[src/rtl/dda_ode_solver.sv]
// dda_ode_solver: NCH-channel fixed-point DDA integrator (forward Euler) for the
// chain ODE y[k]' = y[k+1], y[NCH-1]' = +/-y[0]. Runs n_steps Euler steps per
// start/done handshake, dt = 2^-DT_SHIFT, values are signed Q(W-FRAC).FRAC.
//
// Build option: define DDA_SAT_EN to saturate overflowing channel adds instead
// of wrapping them. ovf is set sticky in both builds.
//
// Ports:
//   clk, reset      rising-edge clock, asynchronous active-low reset
//   start           1-cycle run request, honoured in IDLE (wins over stop)
//   stop            abort request, honoured in RUN (no update, no done)
//   mode            0: y[NCH-1]' = +y[0], 1: y[NCH-1]' = -y[0]; latched on start
//   n_steps         Euler steps per run; latched on start
//   y_init          initial state, channel k at [k*W +: W]; loaded on start
//   busy            high while running
//   done            1-cycle pulse on normal completion
//   t               elapsed time, same Q format, wraps modulo 2^W
//   y               state vector, same packing as y_init
//   step_cnt        steps completed in the current/last run
//   ovf             sticky overflow flag, cleared on accepted start
module dda_ode_solver #(
    parameter int unsigned W        = 32,
    parameter int unsigned FRAC     = 16,
    parameter int unsigned NCH      = 2,
    parameter int unsigned DT_SHIFT = 9,
    parameter int unsigned CW       = 16
) (
    input  logic             clk,
    input  logic             reset,
    input  logic             start,
    input  logic             stop,
    input  logic             mode,
    input  logic [CW-1:0]    n_steps,
    input  logic [NCH*W-1:0] y_init,
    output logic             busy,
    output logic             done,
    output logic [W-1:0]     t,
    output logic [NCH*W-1:0] y,
    output logic [CW-1:0]    step_cnt,
    output logic             ovf
);

    localparam logic [W-1:0] T_INC = W'(1) << (FRAC - DT_SHIFT);
    localparam logic [W-1:0] Y_MIN = {1'b1, {(W-1){1'b0}}};
`ifdef DDA_SAT_EN
    localparam logic [W-1:0] Y_MAX = {1'b0, {(W-1){1'b1}}};
`endif

    typedef enum logic [0:0] {
        IDLE = 1'b0,
        RUN  = 1'b1
    } state_t;

    state_t           state_q, state_d;
    logic [NCH*W-1:0] y_q, y_d, y_step;
    logic [W-1:0]     t_q, t_d;
    logic [CW-1:0]    step_cnt_q, step_cnt_d, step_cnt_nxt;
    logic [CW-1:0]    n_q, n_d;
    logic             mode_q, mode_d;
    logic             busy_q, busy_d;
    logic             done_q, done_d;
    logic             ovf_q, ovf_d;

    logic [W-1:0]     y0, neg_y0;
    logic             neg_ovf;
    logic [NCH-1:0]   ch_ovf;

    // Feedback term for the last channel; negating the most-negative value wraps.
    assign y0      = y_q[W-1:0];
    assign neg_y0  = W'(0) - y0;
    assign neg_ovf = mode_q && (y0 == Y_MIN);

    // One Euler update per channel, all computed from the registered state.
    for (genvar k = 0; k < NCH; k++) begin : g_ch
        logic [W-1:0] a, d, inc, sum;
        assign a = y_q[k*W +: W];
        if (k < NCH - 1) begin : g_chain
            assign d = y_q[(k+1)*W +: W];
        end else begin : g_fb
            assign d = mode_q ? neg_y0 : y0;
        end
        assign inc       = W'($signed(d) >>> DT_SHIFT);
        assign sum       = a + inc;
        assign ch_ovf[k] = (a[W-1] == inc[W-1]) && (sum[W-1] != a[W-1]);
`ifdef DDA_SAT_EN
        assign y_step[k*W +: W] = ch_ovf[k] ? (a[W-1] ? Y_MIN : Y_MAX) : sum;
`else
        assign y_step[k*W +: W] = sum;
`endif
    end

    assign step_cnt_nxt = step_cnt_q + CW'(1);

    // Next-state and output logic.
    always_comb begin
        state_d    = state_q;
        y_d        = y_q;
        t_d        = t_q;
        step_cnt_d = step_cnt_q;
        n_d        = n_q;
        mode_d     = mode_q;
        busy_d     = busy_q;
        done_d     = 1'b0;
        ovf_d      = ovf_q;
        case (state_q)
            IDLE: begin
                if (start) begin
                    y_d        = y_init;
                    t_d        = '0;
                    step_cnt_d = '0;
                    ovf_d      = 1'b0;
                    n_d        = n_steps;
                    mode_d     = mode;
                    if (n_steps != '0) begin
                        state_d = RUN;
                        busy_d  = 1'b1;
                    end else begin
                        done_d  = 1'b1;
                    end
                end
            end
            RUN: begin
                if (stop) begin
                    state_d = IDLE;
                    busy_d  = 1'b0;
                end else begin
                    y_d        = y_step;
                    t_d        = t_q + T_INC;
                    step_cnt_d = step_cnt_nxt;
                    ovf_d      = ovf_q | (|ch_ovf) | neg_ovf;
                    if (step_cnt_nxt == n_q) begin
                        state_d = IDLE;
                        busy_d  = 1'b0;
                        done_d  = 1'b1;
                    end
                end
            end
            default: begin
                state_d = IDLE;
                busy_d  = 1'b0;
            end
        endcase
    end

    // State registers.
    always_ff @(posedge clk or negedge reset) begin
        if (!reset) begin
            state_q    <= IDLE;
            y_q        <= '0;
            t_q        <= '0;
            step_cnt_q <= '0;
            n_q        <= '0;
            mode_q     <= 1'b0;
            busy_q     <= 1'b0;
            done_q     <= 1'b0;
            ovf_q      <= 1'b0;
        end else begin
            state_q    <= state_d;
            y_q        <= y_d;
            t_q        <= t_d;
            step_cnt_q <= step_cnt_d;
            n_q        <= n_d;
            mode_q     <= mode_d;
            busy_q     <= busy_d;
            done_q     <= done_d;
            ovf_q      <= ovf_d;
        end
    end

    assign busy     = busy_q;
    assign done     = done_q;
    assign t        = t_q;
    assign y        = y_q;
    assign step_cnt = step_cnt_q;
    assign ovf      = ovf_q;

endmodule

[config.mk]
export PLATFORM = sky130hd
export DESIGN_NAME = dda_ode_solver
export DESIGN_NICKNAME = d
export VERILOG_FILES = /design/src/rtl/dda_ode_solver.sv
export SDC_FILE = /design/constraint.sdc
export NUM_CORES = 1
export LEC_CHECK = 0
export CAP_MARGIN = 20
export CORE_UTILIZATION = 35
export DETAILED_ROUTE_END_ITERATION = 8
export PLACE_DENSITY = 0.57
export SYNTH_ARGS = -nofsm -noshare
export SYNTH_HDL_FRONTEND = slang
export SYNTH_SLANG_ARGS = --single-unit
[constraint.sdc]
create_clock -name clk -period 3.7 [get_ports clk]
set_input_delay 0.555 -clock clk [delete_from_list [all_inputs] [get_ports clk]]
set_output_delay 0.555 -clock clk [all_outputs]
set_load 0.03 [all_outputs]
==> out/results.txt <==
Fill cells -> 2572
CTS Sinks -> 126
Final slew viol count -> 0
Initial Util -> 35.7%
Worst Setup Start Kind -> register
Initial antenna violation count -> 0
IO buf count -> 192
Final setup fails -> 15
Max Clk Rate -> 239 MHz
Power Density -> 1110 mW/mm^2
Cell variety after synth -> 77
Hold_buf cts -> 0
First-pass GRT wire length -> 54400 um
Clock Tree Buf Depth -> 2
Req. time, crit path -> 4.04 ns
CP Class -> register to register
Hpwl dp -> 25400 um
Worst setup EP type -> register
Reg area -> 0.00316 mm^2
Syn_area_per_cell -> 8.38 um^2
Setup ws final -> -0.477 ns
Routing usage on met1 -> 32.5%
Met3 Usage GRT -> 6.44%
Max cap viols -> 0
Status -> finished with violations
Syn Inst Count -> 1149
First-pass iteration count of the detailed router -> 5
Fin crit share -> 113%
GRT Residual Overflow -> 0
Non-Filler Instances -> 1826
Std cell rows -> 60
Worst slew margin -> 45.2%
Die footprint -> 0.0282 mm^2
# placed instances -> 1778
Antenna viol nets, final -> 0
Routed len/inst -> 18.9 um
Leak pwr -> 6.19 nW
Fin nets -> 1623
Worst-Margin Slew -> 0.821 ns
Via count -> 9848
Minimum clock period -> 4.18 ns
Hold slack final -> 0.156 ns
Main flop type after synthesis -> dfrtp_1
Routed wire length -> 34600 um
I/O pin count -> 200
CTS Buf Count -> 17
Multi-input combinational cell area -> 0.00658 mm^2
Synthesis-to-layout area growth -> 45.6%
Sequential share of the synthesized area -> 32.8%
Ant diodes -> 0
Mapped Area -> 0.00962 mm^2
H-tree depth -> 4
Die H -> 168 um
Via density -> 5.39
Crit-path max FO -> 5
Final Util -> 52.0%
Die X -> 168 um
Worst Hold Class -> input port to async pin
Clock Skew -> 0.0123 ns
Clock-pin slew on the worst setup and hold paths -> 0.07 ns
#FFs+latches synth -> 126
Busiest metal layer after global routing -> met2
Largest net degree at the start of global routing -> 75
Hold Vio Cnt, Final -> 0
Clock root buffer -> clkbuf_16
Core ar. -> 0.0270 mm^2
Synth async-reset ratio -> 100%
YS warnings -> 0
Arrival time at the worst endpoint -> 4.52 ns
Failing checks -> setup timing
GRT Resource Usage Total -> 24.8%
Residual DRC -> 0
Number of synthesized flops with an enable pin -> 0
GR Util met2 -> 40.9%
Vias in the first global route -> 9808
Total chip power -> 0.0156 W
RePlAce Congestion -> 0.914
CTS tree -> done
Fraction of layout cells with a size suffix above 1 -> 19.6%
Peak VDD IR -> 0.000407 V
RSZ-0062 raised after global routing -> true
Worst skew pair latency -> 0.43 ns
Iter 0 DRT Violations -> 548
[state kept, by name, indices dropped and copies added, names as in the netlist, 16 cells and up]
signal	flops
n_q	16
step_cnt	16
t	25
y	64
[area by class of cell]
cell class / instances / area share, %
clock buffers: 18 / 3.06
clock inverters: 14 / 1.06
inverters: 20 / 0.536
multi-input cells: 953 / 47.0
flip-flops and latches: 126 / 22.6
well taps: 341 / 3.04
repair buffers: 354 / 22.8
[synthesized netlist by cell type, types with 12 or more instances]
cell type	number	area, um^2
xnor2_1	66	578
a21oi_1	92	460
mux2i_1	20	200
o22ai_1	15	93.8
nand2b_1	12	75.1
xor2_1	32	280
o21ai_0	119	596
nor3_1	13	65.1
nand3_1	44	220
dfrtp_1	126	3150
nand2_1	159	597
ha_1	64	801
inv_1	20	75.1
a22oi_1	16	120
a211oi_1	13	97.6
clkbuf_1	39	146
nor2_1	66	248
a21o_1	45	338
[cell usage in the layout (no fill, tap or decap), drive strengths merged, types with 12 or more instances in the layout]
cell type        n
dfrtp          126
nand2          160
o22ai           15
a22oi           16
nand3           45
inv             28
clkbuf          18
nand2b          12
a211oi          13
and3            15
clkdlybuf4s50  191
xnor2           66
o21ai          120
xor2            32
a21o            45
buf            163
ha              64
nor2            66
mux2i           20
a21oi           92
nor3            14
[critical path, stage by stage (launching register included)]
cell,delay (ns)
dfrtp_2,0.40
or3_4,0.41
nor3b_4,0.27
nand3_4,0.13
or4_4,0.44
o21ai_2,0.14
xnor2_1,0.13
ha_1,0.29
a21oi_2,0.13
nand2_1,0.07
a221oi_2,0.26
nand3_2,0.17
o31ai_4,0.32
o22ai_4,0.13
a21o_1,0.20
xnor2_1,0.13
or3_1,0.30
a31oi_1,0.18
[what timing repair did]
item                                    in CTS  in global routing
resized for setup                           57                 34
endpoints found under the setup margin      17                 24
buffers inserted                            12                  5
pin swaps                                   30                 28
[worst paths after layout]
kind	to	start	cells past startpoint	slack (ns)
worst min-delay path	y[43]	reset	1	0.16
worst min register to register	busy	busy	1	0.49
min in group clk	busy	busy	1	0.49
max in group asynchronous	step_cnt[8]	reset	2	2.76
worst max-delay path	y[63]	y[15]	17	-0.48
worst max register to register	y[63]	y[15]	17	-0.48
[cells by family after synthesis]
| logic type | share of synthesized area [%] |
|---|---|
| other cells | 0.0390 |
| buf+inv | 3.29 |
| mux | 2.67 |
| simple gates | 18.2 |
| xor+xnor | 8.92 |
| compound gates | 25.4 |
| fa+ha+maj | 8.74 |
| flops | 32.8 |
[report_power, final]
group          total, W  leakage (nW)  internal (W)  switching (W)
Combinational    0.0116          4.34       0.00546        0.00610
Sequential      0.00232          1.58       0.00180       0.000518
Clock           0.00171         0.272      0.000953       0.000759
[per-stage QoR]
| stage | cell area (um^2) | setup TNS, ns | setup slack (ns) |
|---|---|---|---|
| 2_1_floorplan | 9710 | -2.04 | -0.392 |
| 3_3_place_gp | 13000 | -5.07 | -0.522 |
| 3_5_place_dp | 13000 | -6.04 | -0.580 |
| 4_1_cts | 13800 | -3.10 | -0.439 |
| 5_1_grt | 14000 | -7.31 | -0.708 |
| 6_report | 14000 | -3.55 | -0.477 |
[per-layer routing]
layer | routed length (um) | up-vias | part of all wire [%]
li1 | - | 4834 | -
met1 | 15500 | 4692 | 45
met2 | 16000 | 284 | 46
met3 | 2430 | 38 | 7.0
met4 | 622 | 0 | 1.8
met5 | 0 | - | 0
(Power assumes the default switching activity.)
==> RTL edit: new RTL, config.mk and constraints unchanged <==
The option `DDA_SAT_EN` is turned on by a define.
--- a/src/rtl/dda_ode_solver.sv
+++ b/src/rtl/dda_ode_solver.sv
@@ -18,6 +18,8 @@
 //   y               state vector, same packing as y_init
 //   step_cnt        steps completed in the current/last run
 //   ovf             sticky overflow flag, cleared on accepted start
+`define DDA_SAT_EN
+
 module dda_ode_solver #(
     parameter int unsigned W        = 32,
     parameter int unsigned FRAC     = 16,
Function: changed (Yosys sat finds a counterexample within 4 cycles, from zero or initial values and one cycle with reset low).
==> RTL edit against the unedited design <==
- highest routed layer is now met5
- first-iteration DRC count increased by 11%
- worst setup slack improved by 130 ps
- clock skew increased by 5.5 ps
- sequential cell count unchanged
- design area increased by 8.1%
- sequential share of layout area decreased by 1.7 points
- largest power group unchanged
- critical path depth increased by 1
- synthesized area increased by 6.5%
- routed wire length increased by 13%
- combinational power increased by 23%
- fmax increased by 3.1%
- the run still ends with setup timing left
- power increased by 19%
==> RTL edit: results (changes against the unedited design) <==
| Metric | Value |
|---|---|
| Status | `finished, violations left (unchanged)` |
| Failing checks | `setup timing (unchanged)` |
| Setup WS pre-CTS | `-530.2 ps (was -580.4 ps)` |
| Mux cell area share after synthesis | `0.007813 (was 0.02665)` |
| Global-route usage over all layers | `0.2598 (was 0.2482)` |
| Post-DP HPWL | `28980 um (was 25390 um)` |
| Slew margin rel. | `0.3488 (was 0.4520)` |
| First-pass GRT wire length | `61110 um (was 54450 um)` |
| Initial antenna violation count | `3 (was 0)` |
| Final Skew | `17.84 ps (was 12.32 ps)` |
| VDD IR-drop max | `501.7 uV (was 407.4 uV)` |
| Largest cells by area after synthesis | `dfrtp_1 (31%), a21oi_1 (7.8%), ha_1 (7.8%) (was dfrtp_1 (33%), ha_1 (8.3%), nand2_1 (6.2%))` |
| Post-CTS setup buffer count | `16 (was 12)` |
| DR vias/cell | `5.431 (was 5.393)` |
| Worst flop-to-flop path startpoint | `y[6] (was y[15])` |
| Final setup fails | `33 (was 15)` |
| Syn Inst Count | `1287 (was 1149)` |
| Adder-Cell Fraction of Synth Area | `0.08204 (was 0.08736)` |
| Register area share after synthesis | `0.3077 (was 0.3276)` |
| Total placed cells including tap cells | `1964 (was 1778)` |
| Initial drt markers | `607 (was 548)` |
| Leakage | `6.545 nW (was 6.186 nW)` |
| Most instantiated cells after synthesis | `nand2_1 (204), a21oi_1 (160), dfrtp_1 (126) (was nand2_1 (159), dfrtp_1 (126), o21ai_0 (119))` |
| M2 GR Usage | `0.4289 (was 0.4087)` |
| Grt met3 use | `0.06113 (was 0.06441)` |
| CP arrival | `4410 ps (was 4520 ps)` |
| Setup TNS | `-8991 ps (was -3550 ps)` |
| Worst path setup slack after routing | `-350.1 ps (was -476.9 ps)` |
| Compound-Gate Fraction of Synth Area | `0.2776 (was 0.2535)` |
| Final Wtd Congestion | `0.9641 (was 0.9137)` |
| Nets | `1772 (was 1623)` |
| Post_cts resized | `49 (was 57)` |
| Register-to-Register Path Depth | `18 (was 17)` |
| Share of post-route cells with drive strength above 1 | `0.2111 (was 0.1960)` |
| Highest net fanout along the worst path | `6 (was 5)` |
## RTL edit: final cells by class
type	instances	area, um^2
inverters	31	116.4
clock buffers	18	429.2
fillers	2710	13630
repair buffers	380	3460
clock inverters	14	202.7
well taps	384	480.5
flip-flops and latches	126	3163
multi-input cells	1065	7298
## RTL edit: power by group
part | leakage [nW] | total, mW | switching, mW | internal, mW
sequential | 1.59 | 2.39 | 0.573 | 1.81
combinational | 4.65 | 14.3 | 7.70 | 6.59
clock | 0.307 | 1.88 | 0.742 | 1.14
## RTL edit: worst max path at each step
stage               cells past startpoint  start  slack, ps    end
floorplan                              15  y[28]       -300  y[60]
global route                           18   y[6]       -520  y[56]
global placement                       16  y[20]       -420    ovf
detailed placement                     17   y[6]       -530  y[45]
finish                                 18   y[6]       -350  y[34]
CTS                                    17   y[4]       -320  y[58]
## RTL edit: metal layers
layer / wire length (um) / vias to the layer above
li1: - / 5308
met1: 17250 / 5190
met2: 17990 / 393
met3: 2696 / 66
met4: 1102 / 2
met5: 17 / -
